<file path="src/rtl/alu_op_sequencer.sv">
// rtl/alu_op_sequencer.sv - command FIFO, operand issue and result capture around a combinational ALU (optional ALU_STICKY_FLAGS_EN)
`timescale 1ns/1ps
module alu_op_sequencer #(
    parameter int WIDTH = 32,
    parameter int OPW   = 5,
    parameter int DEPTH = 4
) (
    input  logic                     clk,
    input  logic                     rst,
    input  logic                     in_valid,
    output logic                     in_ready,
    input  logic [WIDTH-1:0]         in_a,
    input  logic [WIDTH-1:0]         in_b,
    input  logic [OPW-1:0]           in_opcode,
    input  logic                     in_cin,
    output logic [WIDTH-1:0]         alu_a,
    output logic [WIDTH-1:0]         alu_b,
    output logic [OPW-1:0]           alu_opcode,
    output logic                     alu_cin,
    input  logic [WIDTH-1:0]         alu_result,
    input  logic [3:0]               alu_flags,
    output logic                     out_valid,
    input  logic                     out_ready,
    output logic [WIDTH-1:0]         out_result,
    output logic [3:0]               out_flags,
    output logic [OPW-1:0]           out_opcode,
    output logic                     busy,
    output logic [$clog2(DEPTH):0]   fifo_count
`ifdef ALU_STICKY_FLAGS_EN
    ,
    output logic [3:0]               sticky_flags,
    input  logic                     sticky_clr
`endif
);

    localparam int AW = $clog2(DEPTH);
    localparam int CW = AW + 1;

    typedef enum logic [1:0] {IDLE, EXEC, DONE} state_t;

    state_t            state_q, state_d;
    logic [WIDTH-1:0]  mem_a   [DEPTH];
    logic [WIDTH-1:0]  mem_b   [DEPTH];
    logic [OPW-1:0]    mem_op  [DEPTH];
    logic              mem_cin [DEPTH];
    logic [AW-1:0]     wr_ptr_q, rd_ptr_q;
    logic [CW-1:0]     count_q;
    logic [WIDTH-1:0]  alu_a_q, alu_b_q, out_result_q;
    logic [OPW-1:0]    alu_opcode_q, out_opcode_q;
    logic              alu_cin_q, out_valid_q;
    logic [3:0]        out_flags_q;
    logic              push, pop, capture, release_out;

    // in_ready depends only on the registered count, so a same-cycle pop never lets a full FIFO accept
    assign in_ready   = (count_q != CW'(DEPTH));
    assign push       = in_valid && in_ready;
    assign fifo_count = count_q;
    assign busy       = (state_q != IDLE) || (count_q != '0);
    assign alu_a      = alu_a_q;
    assign alu_b      = alu_b_q;
    assign alu_opcode = alu_opcode_q;
    assign alu_cin    = alu_cin_q;
    assign out_valid  = out_valid_q;
    assign out_result = out_result_q;
    assign out_flags  = out_flags_q;
    assign out_opcode = out_opcode_q;

    // Issue/capture sequencing: pop into the operand registers, give the ALU one cycle, then hold the result
    always_comb begin
        state_d     = state_q;
        pop         = 1'b0;
        capture     = 1'b0;
        release_out = 1'b0;
        case (state_q)
            IDLE: begin
                if (count_q != '0) begin
                    pop     = 1'b1;
                    state_d = EXEC;
                end
            end
            EXEC: begin
                capture = 1'b1;
                state_d = DONE;
            end
            DONE: begin
                if (out_ready) begin
                    release_out = 1'b1;
                    if (count_q != '0) begin
                        pop     = 1'b1;
                        state_d = EXEC;
                    end else begin
                        state_d = IDLE;
                    end
                end
            end
            default: state_d = IDLE;
        endcase
    end

    // FIFO storage; contents are meaningless until the pointers/count say otherwise, so no reset
    always_ff @(posedge clk) begin
        if (push) begin
            mem_a[wr_ptr_q]   <= in_a;
            mem_b[wr_ptr_q]   <= in_b;
            mem_op[wr_ptr_q]  <= in_opcode;
            mem_cin[wr_ptr_q] <= in_cin;
        end
    end

    // FIFO pointers and occupancy; pointers wrap naturally because DEPTH is a power of two
    always_ff @(posedge clk or posedge rst) begin
        if (rst) begin
            wr_ptr_q <= '0;
            rd_ptr_q <= '0;
            count_q  <= '0;
        end else begin
            if (push) wr_ptr_q <= wr_ptr_q + 1'b1;
            if (pop)  rd_ptr_q <= rd_ptr_q + 1'b1;
            case ({push, pop})
                2'b10:   count_q <= count_q + CW'(1);
                2'b01:   count_q <= count_q - CW'(1);
                default: count_q <= count_q;
            endcase
        end
    end

    // State register, operand registers (held between ops) and the result register
    always_ff @(posedge clk or posedge rst) begin
        if (rst) begin
            state_q      <= IDLE;
            alu_a_q      <= '0;
            alu_b_q      <= '0;
            alu_opcode_q <= '0;
            alu_cin_q    <= 1'b0;
            out_valid_q  <= 1'b0;
            out_result_q <= '0;
            out_flags_q  <= '0;
            out_opcode_q <= '0;
        end else begin
            state_q <= state_d;
            if (pop) begin
                alu_a_q      <= mem_a[rd_ptr_q];
                alu_b_q      <= mem_b[rd_ptr_q];
                alu_opcode_q <= mem_op[rd_ptr_q];
                alu_cin_q    <= mem_cin[rd_ptr_q];
            end
            if (capture) begin
                out_valid_q  <= 1'b1;
                out_result_q <= alu_result;
                out_flags_q  <= alu_flags;
                out_opcode_q <= alu_opcode_q;
            end else if (release_out) begin
                out_valid_q  <= 1'b0;
            end
        end
    end

`ifdef ALU_STICKY_FLAGS_EN
    logic [3:0] sticky_q;
    assign sticky_flags = sticky_q;

    // Accumulate flags across captures; an explicit clear wins over a same-cycle capture
    always_ff @(posedge clk or posedge rst) begin
        if (rst) begin
            sticky_q <= '0;
        end else if (sticky_clr) begin
            sticky_q <= '0;
        end else if (capture) begin
            sticky_q <= sticky_q | alu_flags;
        end
    end
`endif

endmodule

</file>
<file path="config.mk">
export PLATFORM = sky130hd
export DESIGN_NAME = alu_op_sequencer
export DESIGN_NICKNAME = d
export VERILOG_FILES = /design/src/rtl/alu_op_sequencer.sv
export SDC_FILE = /design/constraint.sdc
export NUM_CORES = 1
export LEC_CHECK = 0
export BUFFER_PORTS_ARGS = -buffer_cell sky130_fd_sc_hd__buf_2
export CORE_MARGIN = 8
export CORE_UTILIZATION = 35
export CTS_CLUSTER_DIAMETER = 40
export DETAILED_ROUTE_END_ITERATION = 8
export PLACE_DENSITY_LB_ADDON = 0.2
export REMOVE_ABC_BUFFERS = 1
export SLEW_MARGIN = 10
export SYNTH_ARGS = -nofsm -noshare
export SYNTH_HDL_FRONTEND = slang
export SYNTH_SLANG_ARGS = --single-unit
</file>
<file path="constraint.sdc">
create_clock -name clk -period 5.82 [get_ports clk]
set_input_delay 1.164 -clock clk [delete_from_list [all_inputs] [get_ports clk]]
set_output_delay 1.164 -clock clk [all_outputs]
set_load 0.005 [all_outputs]
</file>
# Word level (Yosys, flattened, before mapping)
# Memories as Yosys holds them, arrays and structs flattened. A register that Yosys moved wholly into a read port is not among the register bits.
# Cells that the tools add are included.
totals:
  ff_bits: 51
  ram_bits: 280
  input_bits: 110
  output_inout_bits: 117
  wordCells: 46
  n_memories: 4
memory_table:
  columns: ["name", "words", "word_bits", "rd", "rd_ports_with_merged_regs", "wr", "line_no", "source"]
  rows:
  - ["mem_a", 4, 32, 1, 1, 1, "42", "logic [WIDTH-1:0] mem_a [DEPTH];"]
  - ["mem_b", 4, 32, 1, 1, 1, "43", "logic [WIDTH-1:0] mem_b [DEPTH];"]
  - ["mem_op", 4, 5, 1, 1, 1, "44", "logic [OPW-1:0] mem_op [DEPTH];"]
  - ["mem_cin", 4, 1, 1, 1, 1, "45", "logic mem_cin [DEPTH];"]
classes:
  n_addsub: 4
  n_eq_ne: 7
  mux: 15
  n_reduce_logical: 8
op_table:
  columns: ["operator", "n"]
  rows:
  - ["$mux 1", 10]
  - ["$pmux 2 s3", 1]
  - ["$pmux 3 s2", 1]
  - ["$reduce_bool 2->1", 3]
  - ["$add 2x1->2 const B", 2]
  - ["$eq 2x1->1 const B", 2]
  - ["$eq 2x2->1 const B", 2]
  - ["$mux 2", 2]
  - ["$ne 2x2->1 const B", 2]
  - ["$add 3x1->3 const B", 1]
  - ["$ne 3x3->1 const B", 1]
  - ["$reduce_bool 3->1", 1]
  - ["$sub 3x1->3 const B", 1]
  - ["$logic_not 2->1", 1]
  - ["$pmux 1 s2", 1]
  - ["$reduce_and 2->1", 1]
  - ["$logic_and 1x1->1", 1]
  - ["$logic_or 1x1->1", 1]

# Longest topological paths before layout
depth:
  depth_word: 6
  ltp_mapped: 9
  ltp_nobuf: 9

# Worst setup path after synthesis
# OpenSTA, ideal clock, no wires.
synth_timing:
  path_kind: "input-to-reg"
  startpoint: "in in_valid"
  endpoint: "mem mem_a[0][0], enable pin"
  setup_ns: 0.436
  arrival_ns: 2.843
  required_ns: 5.384
  path_slack_ns: 2.540
  cell_stages: 1
  path_buffers: 0
  path_cell_list: "and3_1"
synth_between:
  elab_chain_cells: 3
synth_rtl:
  columns: ["item", "line_no", "source"]
  rows:
  - ["start, declared", "10", "input logic in_valid,"]
  - ["$logic_and 1x1->1", "56", "assign push = in_valid && in_ready;"]
  - ["$mux 1", "102", "if (push) begin"]
  - ["$mux 1 (not written as such)", "103", "mem_a[wr_ptr_q] <= in_a;"]
  - ["end, declared", "42", null]
# Every way passes these cells.

# Worst setup path in the final report
layout_timing:
  startpoint: "reg count_q[0], in the netlist fifo_count[0]"
  endpoint: "out in_ready"
layout_between:
  elab_chain_cells: 1
layout_rtl:
  columns: ["item", "line_no", "source"]
  rows:
  - ["start, declared", "47", "logic [CW-1:0] count_q;"]
  - ["start signal, assigned", "120", "2'b10: count_q <= count_q + CW'(1);"]
  - ["start signal, assigned", "121", "2'b01: count_q <= count_q - CW'(1);"]
  - ["start signal, assigned", "122", "default: count_q <= count_q;"]
  - ["$ne 3x3->1", "55", "assign in_ready = (count_q != CW'(DEPTH));"]
  - ["end, declared", "11", "output logic in_ready,"]
# Every way passes these cells.

==> flow_metrics.env <==
export IMPL_use_met2_pct=20.6
export IMPL_grt_max_degree=78
export IMPL_route_detailed_drc=0
export IMPL_grt_pass1_wl_um=49000
export IMPL_yosys_top_cells_count="280 x edfxtp_1, 121 x dfrtp_1, 104 x mux2_2, 70 x mux4_2, 14 x buf_6"
export IMPL_worstMarginPinSlew_ns=1.17
export IMPL_power_mw=10.7
export IMPL_min_period_ns=2.82
export IMPL_clk_pin_slew_worst_paths_ns=0.05
export IMPL_place_congestion=0.733
export IMPL_track_usage_pct=12.9
export IMPL_die_h_um=222
export IMPL_yosys_top_cells_area="edfxtp_1 57%, dfrtp_1 20%, mux4_2 11%"
export IMPL_hp_class="reg2reg"
export IMPL_cap_violations=0
export IMPL_synthCells=651
export IMPL_rows=75
export IMPL_whs_path_depth=1
export IMPL_outcome="finished, final reports clean"
export IMPL_ioPinCount=227
export IMPL_wire_per_inst_um=20.8
export IMPL_whs_ns=0.497
export IMPL_syn_to_final_growth_pct=25.1
export IMPL_yosys_cell_count_top_type="edfxtp_1"
export IMPL_postCtsSetupBuffers=0
export IMPL_busiest_layer="met2"
export IMPL_post_dp_hpwl_um=18800
export IMPL_utilization_pct=44.3
export IMPL_cts_hold_buf=0
export IMPL_drive_gt1_share_pct=54.5
export IMPL_ys_flop_type="edfxtp_1"
export IMPL_cts_max_path_buffers=3
export IMPL_cp_start_kind="register"
export IMPL_cts_buffers=58
export IMPL_insertion_delay_ns=0.58
export IMPL_final_hold_viol_count=0
export IMPL_grt_setup_unrepaired="no"
export IMPL_coreArea_um2=41900
export IMPL_grt_pass1_vias=8036
export IMPL_firstDrtPassIters=4
export IMPL_drv_slew=0
export IMPL_grt_overflow=0
export IMPL_syn_area_per_cell_um2=22.8
export IMPL_port_buffers=226
export IMPL_antenna_found_initial=7
export IMPL_p_leak_nw=6.98
export IMPL_required_ns=4.66
export IMPL_critical_path_class="reg2out"
export IMPL_die_area_um2=49200
export IMPL_fin_setup_tns_ns=0
export IMPL_ant_nets=0
export IMPL_start_util_pct=35.4
export IMPL_cts_resized_gates=0
export IMPL_fmax_ghz=0.354
export IMPL_nets=1036
export IMPL_syn_area_um2=14800
export IMPL_cts_root_buf="clkbuf_16"
export IMPL_synth_cell_types=29
export IMPL_async_reset_ff_share_pct=30.2
export IMPL_drt_wl_total_um=31500
export IMPL_grtUsageMet3_pct=4.56
export IMPL_peakVddDrop_mv=0.264
export IMPL_critPathMaxFanout=6
export IMPL_setup_slack_ns=3.00
export IMPL_synth_seq_cells=401
export IMPL_synth_top_area_share_pct=56.7
export IMPL_htree_levels=2
export IMPL_end_kind="output pin"
export IMPL_vias_per_cell=4.72
export IMPL_setup_viol=0
export IMPL_post_place_ws_ns=2.53
export IMPL_worstRegToRegCells=5
export IMPL_grt_util_met1_pct=15.9
export IMPL_pwr_density_cell_nw_per_um2=579
export IMPL_cp_data_arrival_time_ns=1.66
export IMPL_fin_skew_ns=0.0183
export IMPL_cts_tree="built"
export IMPL_slew_headroom_pct=21.9
export IMPL_yosysTopAreaCell="edfxtp_1"
export IMPL_synth_edf_count=280
export IMPL_first_iter_violations=294
export IMPL_die_x_um=222
export IMPL_yosysWarnings=0
export IMPL_fin_crit_sh_pct=48.5
export IMPL_vias=7123
export IMPL_ys_seq_area_share_pct=77.1
export IMPL_clkSinkCount=401
metal layers:
metal / vias to the layer above / share of wire, %
met2: 244 / 47
li1: 3171 / -
met3: 60 / 7.2
met1: 3640 / 43
met4: 8 / 2.5
met5: - / 0.15
final timing paths:
| check | from | endpoint | slack (ns) |
|---|---|---|---|
| max reg2reg | state_q[1] | alu_b[0] | 3.30 |
| min reg2reg | out_opcode[3] | out_opcode[3] | 0.50 |
| min in group asynchronous | rst | out_result[26] | 0.76 |
| min | out_opcode[3] | out_opcode[3] | 0.50 |
| max in group asynchronous | rst | out_result[29] | 3.88 |
| max | fifo_count[0] | in_ready | 3.00 |
metrics by stage:
step	std cells	area (um2)
2_1_floorplan	624	14600
3_3_place_gp	1399	16500
3_5_place_dp	1399	16500
4_1_cts	1508	18500
5_1_grt	1509	18500
6_report	1510	18500
area by class of cell:
type / instances / area (um2)
Tap cell: 539 / 674
Inverter: 9 / 38.8
Multi-Input combinational cell: 214 / 3160
Antenna cell: 2 / 5.00
Timing Repair Buffer: 236 / 1210
Clock inverter: 37 / 403
Fill cell: 3613 / 23300
Sequential cell: 401 / 11400
Clock buffer: 72 / 1610
power by group:
part,total [mW],leakage (nW),internal [mW],switching (mW)
combinational,2.85,2.02,1.54,1.31
clock,3.52,0.981,2.24,1.28
sequential,4.36,3.98,3.97,0.389
total,10.7,6.98,7.75,2.98
sequential cells by signal, indices dropped and copies added, names as in the netlist:
| name | count |
|---|---|
| mem_a | 128 |
| out_opcode | 5 |
| state_q | 2 |
| fifo_count | 3 |
| alu_opcode | 5 |
| out_flags | 4 |
| alu_cin | 1 |
| alu_a | 32 |
| out_result | 32 |
| wr_ptr_q | 2 |
| mem_cin | 4 |
| out_valid | 1 |
| alu_b | 32 |
| rd_ptr_q | 2 |
| mem_b | 128 |
| mem_op | 20 |
cells by family (layout without fill, tap and decap cells):
logic type / after synthesis / count (layout) / share of synthesized area [%]
DFF: 401 / 401 / 77.1
muxes: 183 / 183 / 19.4
buffers and inverters: 36 / 354 / 1.69
and+or+nand+nor: 16 / 16 / 0.726
adders and majority gates: 6 / 6 / 0.557
xor gates and xnor gates: 6 / 6 / 0.354
AOI/OAI and AO/OA: 3 / 3 / 0.118
other: 0 / 2 / 0
worst max-delay path: stages, from the launching register on:
cell     delay, ns
dfrtp_1       0.42
or3b_1        0.50
buf_2         0.17
placed cells by master, fill, tap and decap left out, types with 2 or more instances in the layout:
| master | synthesis | layout |
|---|---|---|
| edfxtp_1 | 280 | 280 |
| buf_2 | 5 | 226 |
| dfrtp_1 | 121 | 119 |
| mux2_2 | 104 | 104 |
| mux4_2 | 70 | 70 |
| clkbuf_16 | 0 | 59 |
| inv_6 | 0 | 10 |
| buf_4 | 1 | 10 |
| mux2_4 | 8 | 8 |
| inv_1 | 9 | 8 |
| clkbuf_8 | 0 | 8 |
| clkinv_2 | 0 | 7 |
| clkinv_4 | 0 | 6 |
| bufinv_16 | 0 | 6 |
| ha_1 | 5 | 5 |
| clkbuf_1 | 6 | 5 |
| xor2_1 | 4 | 4 |
| and3_4 | 0 | 4 |
| clkinvlp_4 | 0 | 4 |
| clkinv_1 | 0 | 4 |
| diode_2 | 0 | 2 |
| xnor2_1 | 2 | 2 |
| nor2_1 | 2 | 2 |
| nand2_1 | 2 | 2 |
| a21oi_1 | 2 | 2 |
| dfrtp_4 | 0 | 2 |
No activity file was read; power rests on OpenSTA's default activity.
